===== src/rtl/i2c_bus_arbiter.sv =====
// Shares one downstream I2C path between the PS EMIO master (default owner, combinational
// pass-through) and a PL master granted the bus through a req/gnt handshake after bus-free time.
module i2c_bus_arbiter #(
   parameter int SYNC_STAGES       = 2,
   parameter int BUS_FREE_CYCLES   = 500,
   parameter int PL_TIMEOUT_CYCLES = 1000000
) (
   input  logic       clk,
   input  logic       rst,
   input  logic       ps_scl_o,
   input  logic       ps_sda_t,
   output logic       ps_sda_i,
   input  logic       pl_scl_o,
   input  logic       pl_sda_t,
   output logic       pl_sda_i,
   input  logic       pl_req,
   output logic       pl_gnt,
   output logic       bus_scl_o,
   output logic       bus_sda_t,
   input  logic       bus_sda_i,
   output logic       ps_active,
   output logic       pl_timeout,
   output logic       collision,
   output logic [7:0] collision_count
);

   // state      | meaning
   // FREE_WAIT  | PS owns; counting idle cycles after reset, STOP or PL release
   // PS_IDLE    | PS owns; bus free, PL may be granted
   // PS_ACTIVE  | PS transaction between START and STOP
   // PL_OWN     | PL granted, timeout counter running
   // PL_RELEASE | PL lines forced released while bus-free time elapses
   typedef enum logic [2:0] {FREE_WAIT, PS_IDLE, PS_ACTIVE, PL_OWN, PL_RELEASE} state_t;

   localparam int FREE_W = $clog2(BUS_FREE_CYCLES + 1);
   localparam int TMO_W  = $clog2(PL_TIMEOUT_CYCLES + 1);
   localparam logic [FREE_W-1:0] FREE_LOAD = FREE_W'(BUS_FREE_CYCLES - 1);
   localparam logic [TMO_W-1:0]  TMO_LOAD  = TMO_W'(PL_TIMEOUT_CYCLES - 1);

   state_t                  state_q, state_d;
   logic [SYNC_STAGES-1:0]  scl_sync_q, scl_sync_d;
   logic [SYNC_STAGES-1:0]  sda_sync_q, sda_sync_d;
   logic                    sda_prev_q, sda_prev_d;
   logic [FREE_W-1:0]       free_cnt_q, free_cnt_d;
   logic [TMO_W-1:0]        tmo_cnt_q, tmo_cnt_d;
   logic                    pl_timeout_q, pl_timeout_d;
   logic                    collision_q, collision_d;
   logic [7:0]              coll_cnt_q, coll_cnt_d;

   logic scl_s, sda_s, start_det, stop_det, sel_pl, force_rel;

   assign scl_s      = scl_sync_q[SYNC_STAGES-1];
   assign sda_s      = sda_sync_q[SYNC_STAGES-1];
   assign start_det  = scl_s & sda_prev_q & ~sda_s;
   assign stop_det   = scl_s & ~sda_prev_q & sda_s;
   assign scl_sync_d = SYNC_STAGES'({scl_sync_q, ps_scl_o});
   assign sda_sync_d = SYNC_STAGES'({sda_sync_q, ps_sda_t});
   assign sda_prev_d = sda_s;

   always_comb begin
      state_d      = state_q;
      free_cnt_d   = free_cnt_q;
      tmo_cnt_d    = tmo_cnt_q;
      pl_timeout_d = 1'b0;
      collision_d  = 1'b0;
      coll_cnt_d   = coll_cnt_q;
      case (state_q)
         FREE_WAIT: begin
            if (start_det)             state_d = PS_ACTIVE;
            else if (!scl_s || !sda_s) free_cnt_d = FREE_LOAD;
            else if (free_cnt_q == '0) state_d = PS_IDLE;
            else                       free_cnt_d = free_cnt_q - 1'b1;
         end
         PS_IDLE: begin
            if (start_det) state_d = PS_ACTIVE;
            else if (pl_req && scl_s && sda_s) begin
               state_d   = PL_OWN;
               tmo_cnt_d = TMO_LOAD;
            end
         end
         PS_ACTIVE: begin
            if (stop_det) begin
               state_d    = FREE_WAIT;
               free_cnt_d = FREE_LOAD;
            end
         end
         PL_OWN: begin
            // PS START while PL owns the bus: flag it, PL keeps ownership
            if (start_det) begin
               collision_d = 1'b1;
               if (coll_cnt_q != 8'hFF) coll_cnt_d = coll_cnt_q + 8'd1;
            end
            if (!pl_req) begin
               state_d    = PL_RELEASE;
               free_cnt_d = FREE_LOAD;
            end else if (tmo_cnt_q == '0) begin
               state_d      = PL_RELEASE;
               free_cnt_d   = FREE_LOAD;
               pl_timeout_d = 1'b1;
            end else begin
               tmo_cnt_d = tmo_cnt_q - 1'b1;
            end
         end
         PL_RELEASE: begin
            if (free_cnt_q != '0) free_cnt_d = free_cnt_q - 1'b1;
            else if (!pl_req) begin
               state_d    = FREE_WAIT;
               free_cnt_d = FREE_LOAD;
            end
         end
         default: state_d = FREE_WAIT;
      endcase
   end

   always_ff @(posedge clk or posedge rst) begin
      if (rst) begin
         state_q      <= FREE_WAIT;
         scl_sync_q   <= '1;
         sda_sync_q   <= '1;
         sda_prev_q   <= 1'b1;
         free_cnt_q   <= FREE_LOAD;
         tmo_cnt_q    <= TMO_LOAD;
         pl_timeout_q <= 1'b0;
         collision_q  <= 1'b0;
         coll_cnt_q   <= 8'd0;
      end else begin
         state_q      <= state_d;
         scl_sync_q   <= scl_sync_d;
         sda_sync_q   <= sda_sync_d;
         sda_prev_q   <= sda_prev_d;
         free_cnt_q   <= free_cnt_d;
         tmo_cnt_q    <= tmo_cnt_d;
         pl_timeout_q <= pl_timeout_d;
         collision_q  <= collision_d;
         coll_cnt_q   <= coll_cnt_d;
      end
   end

   // Select decodes straight from the state register, so reset reverts the mux asynchronously
   assign sel_pl    = (state_q == PL_OWN) || (state_q == PL_RELEASE);
   assign force_rel = (state_q == PL_RELEASE);

   assign bus_scl_o       = force_rel | (sel_pl ? pl_scl_o : ps_scl_o);
   assign bus_sda_t       = force_rel | (sel_pl ? pl_sda_t : ps_sda_t);
   assign ps_sda_i        = bus_sda_i;
   assign pl_sda_i        = sel_pl ? bus_sda_i : 1'b1;
   assign pl_gnt          = (state_q == PL_OWN);
   assign ps_active       = (state_q == PS_ACTIVE);
   assign pl_timeout      = pl_timeout_q;
   assign collision       = collision_q;
   assign collision_count = coll_cnt_q;

endmodule


===== config.mk =====
export PLATFORM = sky130hd
export DESIGN_NAME = i2c_bus_arbiter
export DESIGN_NICKNAME = d
export VERILOG_FILES = /design/src/rtl/i2c_bus_arbiter.sv
export SDC_FILE = /design/constraint.sdc
export NUM_CORES = 1
export LEC_CHECK = 0
export BUFFER_PORTS_ARGS = -buffer_cell sky130_fd_sc_hd__buf_2
export CORE_MARGIN = 2
export CORE_UTILIZATION = 48
export CTS_BUF_LIST = sky130_fd_sc_hd__clkbuf_8 sky130_fd_sc_hd__clkbuf_16
export CTS_CLUSTER_SIZE = 30
export DETAILED_ROUTE_END_ITERATION = 10
export PLACE_DENSITY = 0.66
export REMOVE_ABC_BUFFERS = 1
export SYNTH_ARGS = -nofsm -noshare
export SYNTH_HDL_FRONTEND = slang
export SYNTH_SLANG_ARGS = --single-unit

===== constraint.sdc =====
create_clock -name clk -period 2.8 [get_ports clk]
set_clock_uncertainty 0.2 [all_clocks]
set_input_delay 0.14 -clock clk [delete_from_list [all_inputs] [get_ports clk]]
set_output_delay 0.14 -clock clk [all_outputs]
set_load 0.03 [all_outputs]

==> flow_metrics.env <==
export IMPL_cts_buffer_depth=2
export IMPL_seq_area_um2=1206
export IMPL_holdPathEnd="state_q[2]"
export IMPL_place_congestion=0.8790
export IMPL_rsz0062_at_grt="no"
export IMPL_numClockSinks=47
export IMPL_clk_latency_ns=0.31
export IMPL_drcViolationCount=0
export IMPL_io_buffer_count=23
export IMPL_fin_setup_tns_ns=0
export IMPL_netlist_instances=268
export IMPL_fin_crit_sh_pct=94.93
export IMPL_vias=2247
export IMPL_finalSetupViolCount=0
export IMPL_cts_setup_buffers=0
export IMPL_antenna_found_initial=0
export IMPL_finalHoldViolCount=0
export IMPL_cp_end_kind="register"
export IMPL_cts_root_buf="clkbuf_8"
export IMPL_cp_arrival_ns=2.69
export IMPL_dieWidth_um=79.38
export IMPL_first_pass_iters=5
export IMPL_async_flop_share_pct=100.0
export IMPL_grt_first_pass_wirelength_um=10380
export IMPL_grt_pass1_vias=2154
export IMPL_start_kind="register"
export IMPL_max_freq_mhz=376.2
export IMPL_relSlewSlack_pct=52.47
export IMPL_hold_class="primary input to register"
export IMPL_cts_buffers=5
export IMPL_placementRows=27
export IMPL_grt_ovfl_total=0
export IMPL_syn_to_final_growth_pct=14.50
export IMPL_min_from="pl_req"
export IMPL_cts_max_level=2
export IMPL_reg2regPathDepth=7
export IMPL_vias_per_cell=5.913
export IMPL_synth_avg_cell_area_um2=10.18
export IMPL_drive_gt1_share_pct=30.52
export IMPL_initial_core_util_pct=49.53
export IMPL_ys_types=60
export IMPL_drt_initial_drc_count=163
export IMPL_fillers=477
export IMPL_io_pins=24
export IMPL_drv_cap=0
export IMPL_num_antenna_cells=0
export IMPL_whs_path_depth=4
export IMPL_synth_edf_count=0
export IMPL_drv_slew=0
export IMPL_yosysWarnings=0
export IMPL_peakVddDrop_uv=321.8
export IMPL_rrSetupSlack_ns=0.14
export IMPL_antenna_left=0
export IMPL_wire_per_inst_um=15.99
export IMPL_die_h_um=79.38
export IMPL_multi_input_area_um2=1416
export IMPL_dieArea_um2=6301
export IMPL_synth_top_flop_cell="dfstp_2"
export IMPL_rr_endpoint="tmo_cnt_q[18]"
export IMPL_powerDensity_nw_per_um2=418.5
export IMPL_synth_area_um2=2728
export IMPL_coreArea_um2=5507
export IMPL_dp_hpwl_um=4224
export IMPL_status="finished clean"
export IMPL_grtUsageTotal_pct=20.85
export IMPL_clk_pin_slew_ns=0.10
export IMPL_post_route_min_period_ns=2.658
export IMPL_r2r_start="tmo_cnt_q[1]"
export IMPL_cts_tree="done"
export IMPL_grt_max_degree=23
export IMPL_worstSetupPathType="register to register"
export IMPL_cp_max_fo=4
export IMPL_required_ns=2.83
export IMPL_final_nets=320
export IMPL_synth_seq_cells=47
export IMPL_leakagePower_nw=1.330
export IMPL_routed_wl_um=6075
export IMPL_hold_slack_ns=0.03217
export IMPL_ys_seq_area_share_pct=44.22
export IMPL_worstMarginPinSlew_ns=0.7065
[cell type report]
cell class	instances	area share (%)
Clock inverter	3	0.7612
Timing Repair Buffer	43	8.734
Inverter	12	1.442
Clock buffer	5	2.204
Multi-Input combinational cell	198	45.35
Sequential cell	47	38.62
Tap cell	72	2.885
[layout by cell type (no fill, tap or decap), types with 4 or more instances in the layout]
cell and n:
nor2b_1 4, a31oi_1 5, buf_2 23, xnor2_1 4, clkbuf_8 5, nor4_1 11
dfstp_2 24, xor2_1 6, buf_4 17, nor2_1 11, a21oi_1 10, nand3_1 8
o22a_1 5, nand2_1 18, and2_1 6, ha_1 5, dfrtp_1 23, o31ai_1 6
nor3_1 7, inv_1 10, mux2_2 5, o2111a_1 5, or4_1 6, o21ai_0 18
[through the flow]
stage / setup slack [ns] / std cells / instance area [µm²] / utilization, % / total power [mW]
2_1_floorplan: -0.02650 / 257 / 2664 / - / 0.8261
3_3_place_gp: 0.1470 / 369 / 2997 / 54.42 / 0.8774
3_5_place_dp: 0.06592 / 369 / 2997 / 54.42 / 0.8785
4_1_cts: 0.01973 / 380 / 3119 / 56.65 / 1.314
5_1_grt: 0.01746 / 380 / 3123 / 56.71 / 1.355
6_report: 0.1421 / 380 / 3123 / 56.71 / 1.307
[what timing repair did]
item | in CTS | in global routing
setup endpoints to repair | 0 | 19
endpoints found under the hold margin | 22 | 0
hold buffers | 3 | 0
resized for setup | 0 | 1
[layer usage]
layer  global-route usage (%)  part of all wire [%]
met5                        0                     0
met4                    6.724                   1.6
met3                    3.054                   4.0
met2                    32.97                    46
met1                    29.61                    49
[cells in the mapped netlist (6+ instances only)]
library cell	number	area [µm²]
nand3_1	8	40.04
xor2_1	6	52.55
and2_1	6	37.54
o21ai_0	18	90.09
inv_1	11	41.29
nand2_1	18	67.56
or4_1	7	52.55
a21oi_1	10	50.05
dfrtp_1	23	575.6
nor4_1	11	68.82
nor3_1	7	35.03
nor2_1	11	41.29
o31ai_1	6	45.04
dfstp_2	24	630.6
[logic make-up (layout without fill, tap and decap cells)]
| family | Yosys count | count (layout) | share of synthesized area (%) |
|---|---|---|---|
| buffers and inverters | 23 | 63 | 3.991 |
| XOR/XNOR | 10 | 10 | 3.211 |
| multiplexers | 7 | 7 | 2.798 |
| flip-flops | 47 | 47 | 44.22 |
| AND/OR/NAND/NOR | 102 | 102 | 22.39 |
| adder cells (fa/ha/maj) | 5 | 5 | 2.294 |
| AO/OA/AOI/OAI | 74 | 74 | 21.10 |
[sequential cells by signal, indices dropped and copies added, names as in the netlist]
| register | cells |
|---|---|
| collision | 1 |
| collision_count | 8 |
| free_cnt_q | 9 |
| pl_timeout | 1 |
| scl_sync_q | 2 |
| sda_prev_q | 1 |
| sda_sync_q | 2 |
| state_q | 3 |
| tmo_cnt_q | 20 |
[power by group]
part           internal, mW  switching, mW
combinational        0.0608         0.0884
clock                 0.179          0.257
sequential            0.700         0.0212
[critical path, cell delays in order, from the launching register on]
cell and delay [ns]:
dfstp_2 0.38, inv_1 0.09, ha_1 0.15, or4b_1 0.46
nor4_1 0.56, nand3_1 0.31, and4_1 0.26, o21ai_0 0.17
[worst max-delay path by stage]
stage	from	to	slack [ns]	depth (start not counted)
final	tmo_cnt_q[1]	tmo_cnt_q[18]	0.14	7
after global routing	tmo_cnt_q[0]	tmo_cnt_q[14]	0.02	7
after CTS	tmo_cnt_q[0]	tmo_cnt_q[2]	0.02	8
after detailed placement	tmo_cnt_q[1]	tmo_cnt_q[2]	0.07	8
after global placement	tmo_cnt_q[0]	tmo_cnt_q[2]	0.15	8
after floorplan	tmo_cnt_q[10]	free_cnt_q[1]	-0.03	5
Power figures use the tool's default switching activity.
